### src/rtl/cpu_boot_sequencer.sv
// Boot sequencer for the pipelined CPU: buffers a program, loads it, pulses reset, runs N cycles, captures result.
// Optional XOR checksum of loaded words is enabled by defining BOOT_CHECKSUM_EN.
module cpu_boot_sequencer #(
  parameter int DATA_W = 32,
  parameter int DEPTH  = 16,
  parameter int CNT_W  = 16
) (
  input  logic                    clk,
  input  logic                    Reset,
  input  logic                    start,
  input  logic [CNT_W-1:0]        run_cycles,
  input  logic                    in_valid,
  output logic                    in_ready,
  input  logic [DATA_W-1:0]       in_instr,
  input  logic                    in_last,
  input  logic [DATA_W-1:0]       cpu_out,
  output logic                    cpu_load,
  output logic [DATA_W-1:0]       cpu_instr,
  output logic                    cpu_reset,
  output logic                    busy,
  output logic                    done,
  output logic [DATA_W-1:0]       result,
  output logic [$clog2(DEPTH):0]  loaded_cnt,
  output logic                    overflow
`ifdef BOOT_CHECKSUM_EN
  ,
  output logic [DATA_W-1:0]       checksum
`endif
);

  localparam int AW = $clog2(DEPTH);
  localparam int CW = AW + 1;
  localparam logic [CW-1:0] FULL = CW'(DEPTH);

  typedef enum logic [2:0] {
    S_IDLE,
    S_FILL,
    S_LOAD,
    S_POST_RST,
    S_RUN,
    S_DONE
  } state_t;

  state_t state, state_nxt;

  logic                in_ready_nxt;
  logic                cpu_load_nxt;
  logic [DATA_W-1:0]   cpu_instr_nxt;
  logic                cpu_reset_nxt;
  logic                busy_nxt;
  logic                done_nxt;
  logic [DATA_W-1:0]   result_nxt;
  logic [CW-1:0]       loaded_nxt;
  logic                overflow_nxt;
  logic [CW-1:0]       rd_idx, rd_idx_nxt;
  logic [CNT_W-1:0]    run_len, run_len_nxt;
  logic [CNT_W-1:0]    run_cnt, run_cnt_nxt;
  logic                wr_en;

  logic [DATA_W-1:0]   mem [DEPTH];

`ifdef BOOT_CHECKSUM_EN
  logic [DATA_W-1:0]   checksum_nxt;
`endif

  assign wr_en = (state == S_FILL) && in_ready && in_valid;

  // Program buffer is deliberately not reset; stale words are never read back.
  always_ff @(posedge clk) begin
    if (wr_en) mem[loaded_cnt[AW-1:0]] <= in_instr;
  end

  always_comb begin
    state_nxt     = state;
    in_ready_nxt  = in_ready;
    cpu_load_nxt  = cpu_load;
    cpu_instr_nxt = cpu_instr;
    cpu_reset_nxt = cpu_reset;
    busy_nxt      = busy;
    done_nxt      = done;
    result_nxt    = result;
    loaded_nxt    = loaded_cnt;
    overflow_nxt  = overflow;
    rd_idx_nxt    = rd_idx;
    run_len_nxt   = run_len;
    run_cnt_nxt   = run_cnt;
`ifdef BOOT_CHECKSUM_EN
    checksum_nxt  = checksum;
`endif

    case (state)
      S_IDLE, S_DONE: begin
        if (start) begin
          state_nxt     = S_FILL;
          in_ready_nxt  = 1'b1;
          busy_nxt      = 1'b1;
          done_nxt      = 1'b0;
          overflow_nxt  = 1'b0;
          loaded_nxt    = '0;
          run_len_nxt   = run_cycles;
          cpu_reset_nxt = 1'b1;
`ifdef BOOT_CHECKSUM_EN
          checksum_nxt  = '0;
`endif
        end
      end

      S_FILL: begin
        if (wr_en) begin
          loaded_nxt = loaded_cnt + CW'(1);
          if (in_last || (loaded_nxt == FULL)) begin
            state_nxt     = S_LOAD;
            in_ready_nxt  = 1'b0;
            overflow_nxt  = !in_last;
            cpu_load_nxt  = 1'b1;
            cpu_reset_nxt = 1'b0;
            // A one-word program is still being written, so forward it directly.
            cpu_instr_nxt = (loaded_cnt == '0) ? in_instr : mem[0];
            rd_idx_nxt    = CW'(1);
          end
        end
      end

      S_LOAD: begin
        if (rd_idx == loaded_cnt) begin
          state_nxt     = S_POST_RST;
          cpu_load_nxt  = 1'b0;
          cpu_instr_nxt = '0;
          cpu_reset_nxt = 1'b1;
        end else begin
          cpu_instr_nxt = mem[rd_idx[AW-1:0]];
          rd_idx_nxt    = rd_idx + CW'(1);
        end
      end

      S_POST_RST: begin
        if (run_len != '0) begin
          state_nxt     = S_RUN;
          cpu_reset_nxt = 1'b0;
          run_cnt_nxt   = run_len;
        end else begin
          state_nxt  = S_DONE;
          result_nxt = cpu_out;
          done_nxt   = 1'b1;
          busy_nxt   = 1'b0;
        end
      end

      S_RUN: begin
        if (run_cnt <= CNT_W'(1)) begin
          state_nxt     = S_DONE;
          result_nxt    = cpu_out;
          done_nxt      = 1'b1;
          busy_nxt      = 1'b0;
          cpu_reset_nxt = 1'b1;
        end else begin
          run_cnt_nxt = run_cnt - CNT_W'(1);
        end
      end

      default: begin
        state_nxt     = S_IDLE;
        in_ready_nxt  = 1'b0;
        cpu_load_nxt  = 1'b0;
        cpu_instr_nxt = '0;
        cpu_reset_nxt = 1'b1;
        busy_nxt      = 1'b0;
        done_nxt      = 1'b0;
      end
    endcase

`ifdef BOOT_CHECKSUM_EN
    if (cpu_load_nxt) checksum_nxt = checksum ^ cpu_instr_nxt;
`endif
  end

  always_ff @(posedge clk or negedge Reset) begin
    if (!Reset) begin
      state      <= S_IDLE;
      in_ready   <= 1'b0;
      cpu_load   <= 1'b0;
      cpu_instr  <= '0;
      cpu_reset  <= 1'b1;
      busy       <= 1'b0;
      done       <= 1'b0;
      result     <= '0;
      loaded_cnt <= '0;
      overflow   <= 1'b0;
      rd_idx     <= '0;
      run_len    <= '0;
      run_cnt    <= '0;
`ifdef BOOT_CHECKSUM_EN
      checksum   <= '0;
`endif
    end else begin
      state      <= state_nxt;
      in_ready   <= in_ready_nxt;
      cpu_load   <= cpu_load_nxt;
      cpu_instr  <= cpu_instr_nxt;
      cpu_reset  <= cpu_reset_nxt;
      busy       <= busy_nxt;
      done       <= done_nxt;
      result     <= result_nxt;
      loaded_cnt <= loaded_nxt;
      overflow   <= overflow_nxt;
      rd_idx     <= rd_idx_nxt;
      run_len    <= run_len_nxt;
      run_cnt    <= run_cnt_nxt;
`ifdef BOOT_CHECKSUM_EN
      checksum   <= checksum_nxt;
`endif
    end
  end

endmodule
### config.mk
export PLATFORM = sky130hd
export DESIGN_NAME = cpu_boot_sequencer
export DESIGN_NICKNAME = d
export VERILOG_FILES = /design/src/rtl/cpu_boot_sequencer.sv
export SDC_FILE = /design/constraint.sdc
export NUM_CORES = 1
export LEC_CHECK = 0
export ABC_AREA = 1
export CORE_ASPECT_RATIO = 1.5
export CORE_MARGIN = 4
export CORE_UTILIZATION = 62
export CTS_CLUSTER_SIZE = 24
export DETAILED_ROUTE_END_ITERATION = 10
export MAX_ROUTING_LAYER = met4
export PLACE_DENSITY = 0.92
export SLEW_MARGIN = 20
export SYNTH_ARGS = -nofsm -noshare
export SYNTH_HDL_FRONTEND = slang
export SYNTH_SLANG_ARGS = --single-unit
export TNS_END_PERCENT = 10
### constraint.sdc
create_clock -name clk -period 7 [get_ports clk]
set_clock_uncertainty 0.2 [all_clocks]
set_input_delay 1.05 -clock clk [delete_from_list [all_inputs] [get_ports clk]]
set_output_delay 1.05 -clock clk [all_outputs]
set_load 0.01 [all_outputs]
* Yosys cells after proc, flatten, opt, wreduce, memory -nomap -nowiden
Memory sizes are Yosys's and may differ from the RTL's.
Cells that the tools add are included.
** Storage, ports and cells
- Memories kept :: 1
- Memory bits (writable) :: 512
- Output and inout bits :: 75
- Bits of input ports :: 85
- Flip-flop bits (word level) :: 115
** Operators by class
- Reduce and logical (&&, ||, !) cells :: 26
- Add/subtract/negate cells :: 3
- Order comparisons :: 1
- Equality and inequality tests :: 16
- Mux-type cells :: 48
- Bitwise gates (word level) :: 3
** Memories
- mem :: depth 16, bits a word 32, read ports 2, clocked after memory_dff 0, wr ports 1, RTL line 60 : logic [DATA_W-1:0] mem [DEPTH];
** Operators by type and width (count)
- $mux 32 :: 6
- $pmux 32 s3 :: 1
- $pmux 32 s2 :: 1
- $mux 16 :: 2
- $pmux 16 s2 :: 1
- $mux 5 :: 5
- $pmux 5 s2 :: 2
- $reduce_and 4->1 :: 5
- $mux 1 :: 18
- $le 16x1->1 const B :: 1
- $ne 2x2->1 const B :: 8
- $reduce_bool 16->1 :: 1
- $sub 16x1->16 const B :: 1
- $mux 3 :: 5
- $pmux 3 s5 :: 1
- $reduce_and 3->1 :: 4
- $add 5x1->5 const B :: 2
- $pmux 1 s4 :: 2
- $eq 3x2->1 const B :: 2
- $eq 3x3->1 const B :: 2
- $pmux 1 s3 :: 2
- $reduce_and 6->1 :: 1
- $reduce_bool 2->1 :: 3
- $eq 5x5->1 :: 1
- other kinds (16) :: 20

* Longest topological paths before layout
- Depth after elaboration :: 6
- Depth in mapped cells :: 13
- Mapped depth without buffers :: 11

* Least setup slack after synthesis
Ideal clock, no wire load.
- Kind :: input to register
- Start point :: input in_valid
- End point :: memory mem[10][0], enable pin
- Setup time :: 421 ps
- Buffers on the path :: 0
- Path slack :: 3502 ps
- Required time :: 6379 ps
- Cell stages on the path :: 6
- Arrival time :: 2877 ps
- Cells stage by stage :: nand2_1 -> inv_1 -> nand2_1 -> inv_1 -> nand2_1 -> nor2_1
** Between the ends
- Longest elaborated chain between the ends :: 3
** RTL lines
- start: declaration :: RTL line 12 : input logic in_valid,
- $logic_and 1x1->1 :: RTL line 66 : assign wr_en = (state == S_FILL) && in_ready && in_valid;
- $mux 1 :: RTL line 70 : if (wr_en) mem[loaded_cnt[AW-1:0]] <= in_instr;
- $mux 1 (not written as such) :: RTL line 70
- end: declaration :: RTL line 60
No other way between the ends.

* Worst setup path after layout
- Start point :: register rd_idx[0]
- End point :: register cpu_instr[22]
** Between the ends
- Longest elaborated chain between the ends :: 3
- Elaborated cells on any way between the ends :: 4
- Classes of those cells :: eq/ne (1); mux (2); memory (1)
** RTL lines
- start: declaration :: RTL line 55 : logic [CW-1:0] rd_idx, rd_idx_nxt;
- start signal: assignment :: RTL line 206 : rd_idx <= rd_idx_nxt;
- $mem_v2 16x32 / $eq 5x5->1 (equally long branches)
- $mux 32 * :: RTL line 125 : if (rd_idx == loaded_cnt) begin
- $pmux 32 s3 * :: RTL line 91 : case (state)
- end signal: assignment :: RTL line 199 : cpu_instr <= cpu_instr_nxt;
- end: declaration :: RTL line 18 : output logic [DATA_W-1:0] cpu_instr,
Every way passes the cells marked *; elsewhere a longest branch is shown, timed or not.
A chain may end at the register's enable or synchronous reset.

==> results.cfg <==
[run_status]
status = finished, final reports clean

[global_routing]
grt_max_degree = 123
first_global_vias = 20300
grt_usage_pct = 32.7
grt_pass1_wl_microns = 112000
antenna_found_initial = 1
gr-total-overflow = 0

[worst_setup_path]
crit_path_start_kind = flip-flop
timing.rr.start = rd_idx[0]
critPathMaxStageDelay_ns = 0.85
crit_chain = inv_6 -> buf_4 -> buf_4 -> nand2_1 -> nand3_1 -> nand3_1 -> nand3_1 -> nand3_1 -> nand2_1 -> nand2_1 -> nand2_1
end_kind = flip-flop
critPathTopFamily = buffers and inverters
crit_required_ns = 7.30
worstSetupStartpoint = rd_idx[0]
critical_path_peak_fanout = 122
worstPathArrival_ns = 5.04
reg2reg_to = cpu_instr[22]
cp.depth = 11
cp_num_buf_inv = 3
r2r_cells = 11
critPathCapture = cpu_instr[22]
crit_type = reg2reg
slowest_stage = inv_6
r2r_slack_ns = 2.26

[final_layout]
finalNetCount = 2648
final_cell_mix = nand2_1, nand3_1, edfxtp_1, clkdlybuf4s50_1, nor2_1
design_area_sq_um = 30400
final_common_cell = nand2_1
area_growth_pct = 15.7
utilization_pct = 72.5
layout-drive-gt1-share_pct = 6.43

[placement]
placed_area_sq_um = 28500
dp.final_hpwl_microns = 41300
io_buffers = 159
routabilityCongestion = 0.913

[drt]
routedWlPerCell_microns = 23.6
routed_wirelength_microns = 74600
drtPass1Iterations = 7
routed-via-count = 20500
ant_nets = 0
drc_errors = 0
vias_per_cell = 6.47
drtIter0Drc = 3577

[cts]
cts_tree = built
post-cts-setup-buffers = 0
cts_buffers = 53
insertion_delay_ns = 0.60
post_cts_resized = 0
clockBufferDepth = 3
clock-sinks = 627
cts_root_buf = clkbuf_16
clk_pin_slew_ns = 0.07
hold_buffers = 0
h-tree-depth = 2

[floorplanning]
num_io_pins = 160
fp.dieW_microns = 176
die_y_microns = 260
dieArea_sq_um = 45700
rows = 92
initial_core_util_pct = 62.6
fp.coreArea_sq_um = 41900

[sta]
fin_crit_sh_pct = 67.7
hold_viol = 0
final-setup-viol-count = 0
tns_ns = 0
rsz0062_at_grt = false
worst_slew_pin_slew_ns = 1.23
period_needed_ns = 4.74
slew_headroom_pct = 17.9
fmax_mhz = 211
slew_violations = 0

[logic_synthesis]
yosysWarnings = 0
syn_area_sq_um = 26200
synth_seq_cells = 627
ys_seq_area_share_pct = 69.6
ys_types = 34
syn_area_per_cell_sq_um = 10.7
synth_nets = 2543
synthCells = 2451

[power]
max-vdd-ir-drop_uv = 191
leakage_nw = 11.7
power.total_mw = 7.15
power.density_nw_per_um2 = 236

[run]
cap_violations = 0

[min_path]
worstHoldPathType = reg2reg
-- report_power, final --
part	switching, mW	internal, mW
Clock	1.32	1.69
Sequential	0	4.03
Combinational	0.0681	0.0423
Total	1.39	5.76
-- state kept, by name, summed over array words and instances, names as in the netlist --
name and flops:
loaded_cnt 5, run_len 16, busy 1, run_cnt 16, done 1, state 3
overflow 1, cpu_instr 32, mem 512, cpu_load 1, result 32, cpu_reset 1
rd_idx 5, in_ready 1
-- routing by layer --
metal,GRT usage (%),part of all wire [%],up-vias
li1,-,-,8625
met1,36.9,31,9476
met2,54.1,49,1891
met3,5.71,12,490
met4,20.8,7.7,0
met5,-,0,-
-- synthesized netlist by cell type --
library cell | instances | area share, %
or2_2 | 3 | 0.072
nand2_2 | 3 | 0.072
o211ai_1 | 5 | 0.14
inv_1 | 67 | 0.96
clkbuf_1 | 57 | 0.82
nor3_2 | 1 | 0.038
dfrtp_1 | 114 | 11
o21ai_0 | 68 | 1.3
nand2_1 | 789 | 11
clkinv_1 | 1 | 0.014
nor2_1 | 134 | 1.9
and3_1 | 1 | 0.024
buf_4 | 6 | 0.17
o21bai_2 | 1 | 0.043
buf_2 | 55 | 1.0
nand3_1 | 515 | 9.8
dfstp_2 | 1 | 0.10
a21oi_1 | 15 | 0.29
mux2_2 | 5 | 0.21
buf_6 | 3 | 0.13
nor3_1 | 1 | 0.019
nand3b_1 | 1 | 0.029
nor2_4 | 2 | 0.086
inv_2 | 15 | 0.21
mux2_1 | 4 | 0.17
edfxtp_1 | 512 | 59
xnor2_1 | 1 | 0.033
ha_1 | 7 | 0.33
clkbuf_2 | 1 | 0.019
nand4_1 | 4 | 0.095
o21ai_1 | 34 | 0.65
xor2_1 | 4 | 0.13
buf_1 | 20 | 0.29
o22ai_1 | 1 | 0.024
-- cells by family after synthesis --
| family | share of synthesized area (%) |
|---|---|
| xor+xnor | 0.167 |
| fa+ha+maj | 0.334 |
| flops | 69.6 |
| buf+inv | 3.66 |
| simple gates | 23.5 |
| compound gates | 2.44 |
| mux | 0.386 |
-- how the worst min path moves through the flow --
stage / startpoint / end / slack [ns] / cells past startpoint
floorplan: run_cnt[9] / run_cnt[9] / 0.26 / 2
global placement: cpu_reset / cpu_reset / 0.25 / 2
detailed placement: cpu_reset / cpu_reset / 0.26 / 2
CTS: cpu_reset / cpu_reset / 0.27 / 2
global route: cpu_reset / cpu_reset / 0.30 / 2
finish: cpu_reset / cpu_reset / 0.27 / 2
-- layout make-up --
cell class              count  area [sq um]
inverters                  83           319
diodes                      2          5.00
multi-input cells        1599          7160
well taps                 564           706
fillers                  2492         11500
clock buffers              68          1450
repair buffers            192          2160
flip-flops and latches    627         18300
clock inverters            30           304
-- worst min-delay path, delay by kind of cell, from the launching register on --
kind,cells,cell delay (ns)
and+or+nand+nor,2,0.10
DFF,1,0.37
-- through the flow --
stage | std cells | hold WS [ns] | worst slack (ns)
after floorplan | 2451 | 0.264 | 3.50
after global routing | 3164 | 0.299 | 2.22
after detailed placement | 3063 | 0.262 | 2.77
final | 3165 | 0.270 | 2.26
after global placement | 3046 | 0.255 | 2.84
after CTS | 3161 | 0.271 | 2.62
Note: power is estimated with default switching activity, not from simulation.
==> RTL change, RTL diff (same flow settings) <==
`DATA_W`: 32 -> 16.
--- a/src/rtl/cpu_boot_sequencer.sv
+++ b/src/rtl/cpu_boot_sequencer.sv
@@ -1,7 +1,7 @@
 // Boot sequencer for the pipelined CPU: buffers a program, loads it, pulses reset, runs N cycles, captures result.
 // Optional XOR checksum of loaded words is enabled by defining BOOT_CHECKSUM_EN.
 module cpu_boot_sequencer #(
-  parameter int DATA_W = 32,
+  parameter int DATA_W = 16,
   parameter int DEPTH  = 16,
   parameter int CNT_W  = 16
 ) (
Ports: changed (resized cpu_instr, cpu_out, in_instr and result); port bits go from 160 to 96. The function was not compared with the original's and may differ.
==> RTL change against the unedited design <==
  * Wire length shrank 49%
  * Power is 46% lower
  * Final area down 45%
  * Non-clock buffer count fell by 73
  * Sequential cell count fell by 288
  * Area after synthesis is 44% lower
  * Worst setup slack gained 1000 ps
  * First-iteration DRC count shrank 58%
  * Critical endpoint is now cpu_instr[10]$_DFFE_PN0P_
==> RTL change: results (changes against the unedited design) <==
Finish
  • Nets: 1593 (-40%)
  • Diode count: 0 (-2)
  • Max reg flops: 256 (-50%)
  • Final std cells w/o fill: 1870 (-41%)
  • Layout cells sized above 1: 0.0688 (+0.00455)
  • Filler cell count in the final layout: 1483 (-40%)

STA
  • Slew margin rel.: 0.370 (+0.191)

Placement
  • HPWL Detailed: 23.4 mm (-43%)
  • Port bufs: 95 (-40%)
  • Setup Slack @ Placement: 3410 ps (+639 ps)
  • Final Wtd Congestion: 0.897 (-1.8%)
  • Placed cell count: 1817 (-41%)

Detailed routing
  • Met1 Routed Length: 12.7 mm (-45%)
  • Drt pass-1 iters: 5 (-2)
  • Vias per cell: 6.00 (-7.2%)
  • First-iteration detailed-routing DRC count: 1498 (-58%)
  • Met2 wire len: 19.2 mm (-48%)
  • DR WL met3: 3.01 mm (-67%)
  • Routed wire length: 38.0 mm (-49%)

Yosys
  • Asr flop ratio synth: 0.245 (+0.0614)
  • Mapped Cells: 1454 (-41%)
  • Top post-synthesis cells by area: edfxtp_1 (52%), dfrtp_1 (14%), nand2_1 (12%)
  • EDFF count, synth: 256 (-50%)
  • Most common library cells after synthesis: nand2_1 (485), nand3_1 (271), edfxtp_1 (256), nor2_1 (93), dfrtp_1 (82)
  • Netlist cell types: 37 (+8.8%)
  • Syn Nets: 1514 (-40%)
  • Sequential fraction of the synthesis area: 0.665 (-0.0304)

Global route
  • GRT met3 Usage: 0.0340 (-0.0232)
  • Met2 Use GR: 0.505 (-0.0352)
  • Largest net degree at the start of global routing: 92 (-25%)
  • First-pass GRT wire length: 60.0 mm (-47%)
  • Initial antenna violation count: 0 (-1)
  • Vias in the first global route: 11400 (-44%)
  • Overall Global Routing Usage: 0.301 (-0.0259)

Critical path
  • Crit path DAT: 3950 ps (-1090 ps)
  • Critical path peak fanout: 67 (-45%)
  • Slowest CP cell: clkinv_2
  • Critical Path Max Stage Delay: 800 ps (-50 ps)

CTS
  • H-tree Lvls: 1 (-1)
  • TritonCTS Buffers: 29 (-45%)
  • Clock latency on the worst-skew pair: 560 ps (-40 ps)

Pwr
  • Switching power total: 0.000758 W (-45%)
  • Peak VDD IR: 199 uV (+4.1%)
  • Pleak: 6.77 nW (-42%)

Outcome
  • Status: complete, no violations

Min path
  • Type of the tightest min-delay check: in -> async
[RTL change: layout make-up]
class,instances,area share
clock buffers,33,0.0440
flip-flops and latches,339,0.580
repair buffers,119,0.0670
well taps,315,0.0234
clock inverters,20,0.0130
multi-input cells,978,0.257
inverters,66,0.0150
[RTL change: through the flow]
stage               cell area (sq um)  hold slack (ps)  utilization
floorplan                       14700              266            -
global placement                15900              265        0.686
detailed placement              15900              272        0.686
CTS                             16800              264        0.728
global route                    16800              276        0.728
finish                          16800              256        0.728
[RTL change: path summary, 6_finish.rpt]
check,startpoint,end,slack [ps],cells after the start
max,rd_idx[0]$_DFFE_PN0P_,cpu_instr[10]$_DFFE_PN0P_,3300,10
min,Reset,run_len[11]$_DFFE_PN0P_,260,1
max reg2reg,rd_idx[0]$_DFFE_PN0P_,cpu_instr[10]$_DFFE_PN0P_,3300,10
min reg2reg,cpu_instr[1]$_DFFE_PN0P_,cpu_instr[1]$_DFFE_PN0P_,280,2
max in group asynchronous,Reset,rd_idx[0]$_DFFE_PN0P_,5260,2
min in group clk,cpu_instr[1]$_DFFE_PN0P_,cpu_instr[1]$_DFFE_PN0P_,280,2
[RTL change: cells by family after synthesis]
| logic type | Yosys count | synth area share |
|---|---|---|
| adders and majority gates | 7 | 0.00597 |
| DFF | 339 | 0.665 |
| xor gates and xnor gates | 3 | 0.00179 |
| buffers and inverters | 137 | 0.0395 |
| and+or+nand+nor | 873 | 0.253 |
| AOI/OAI and AO/OA | 95 | 0.0344 |
[RTL change: power groups by stage]
stage	combinational [W]	sequential, W	clock [W]
4_1_cts	0.0000663	0.00216	0.00163
2_1_floorplan	0.00000161	0.00221	0
3_3_place_gp	0.0000629	0.00221	0
5_1_grt	0.0000712	0.00216	0.00172
3_5_place_dp	0.0000664	0.00221	0
6_report	0.0000668	0.00216	0.00163
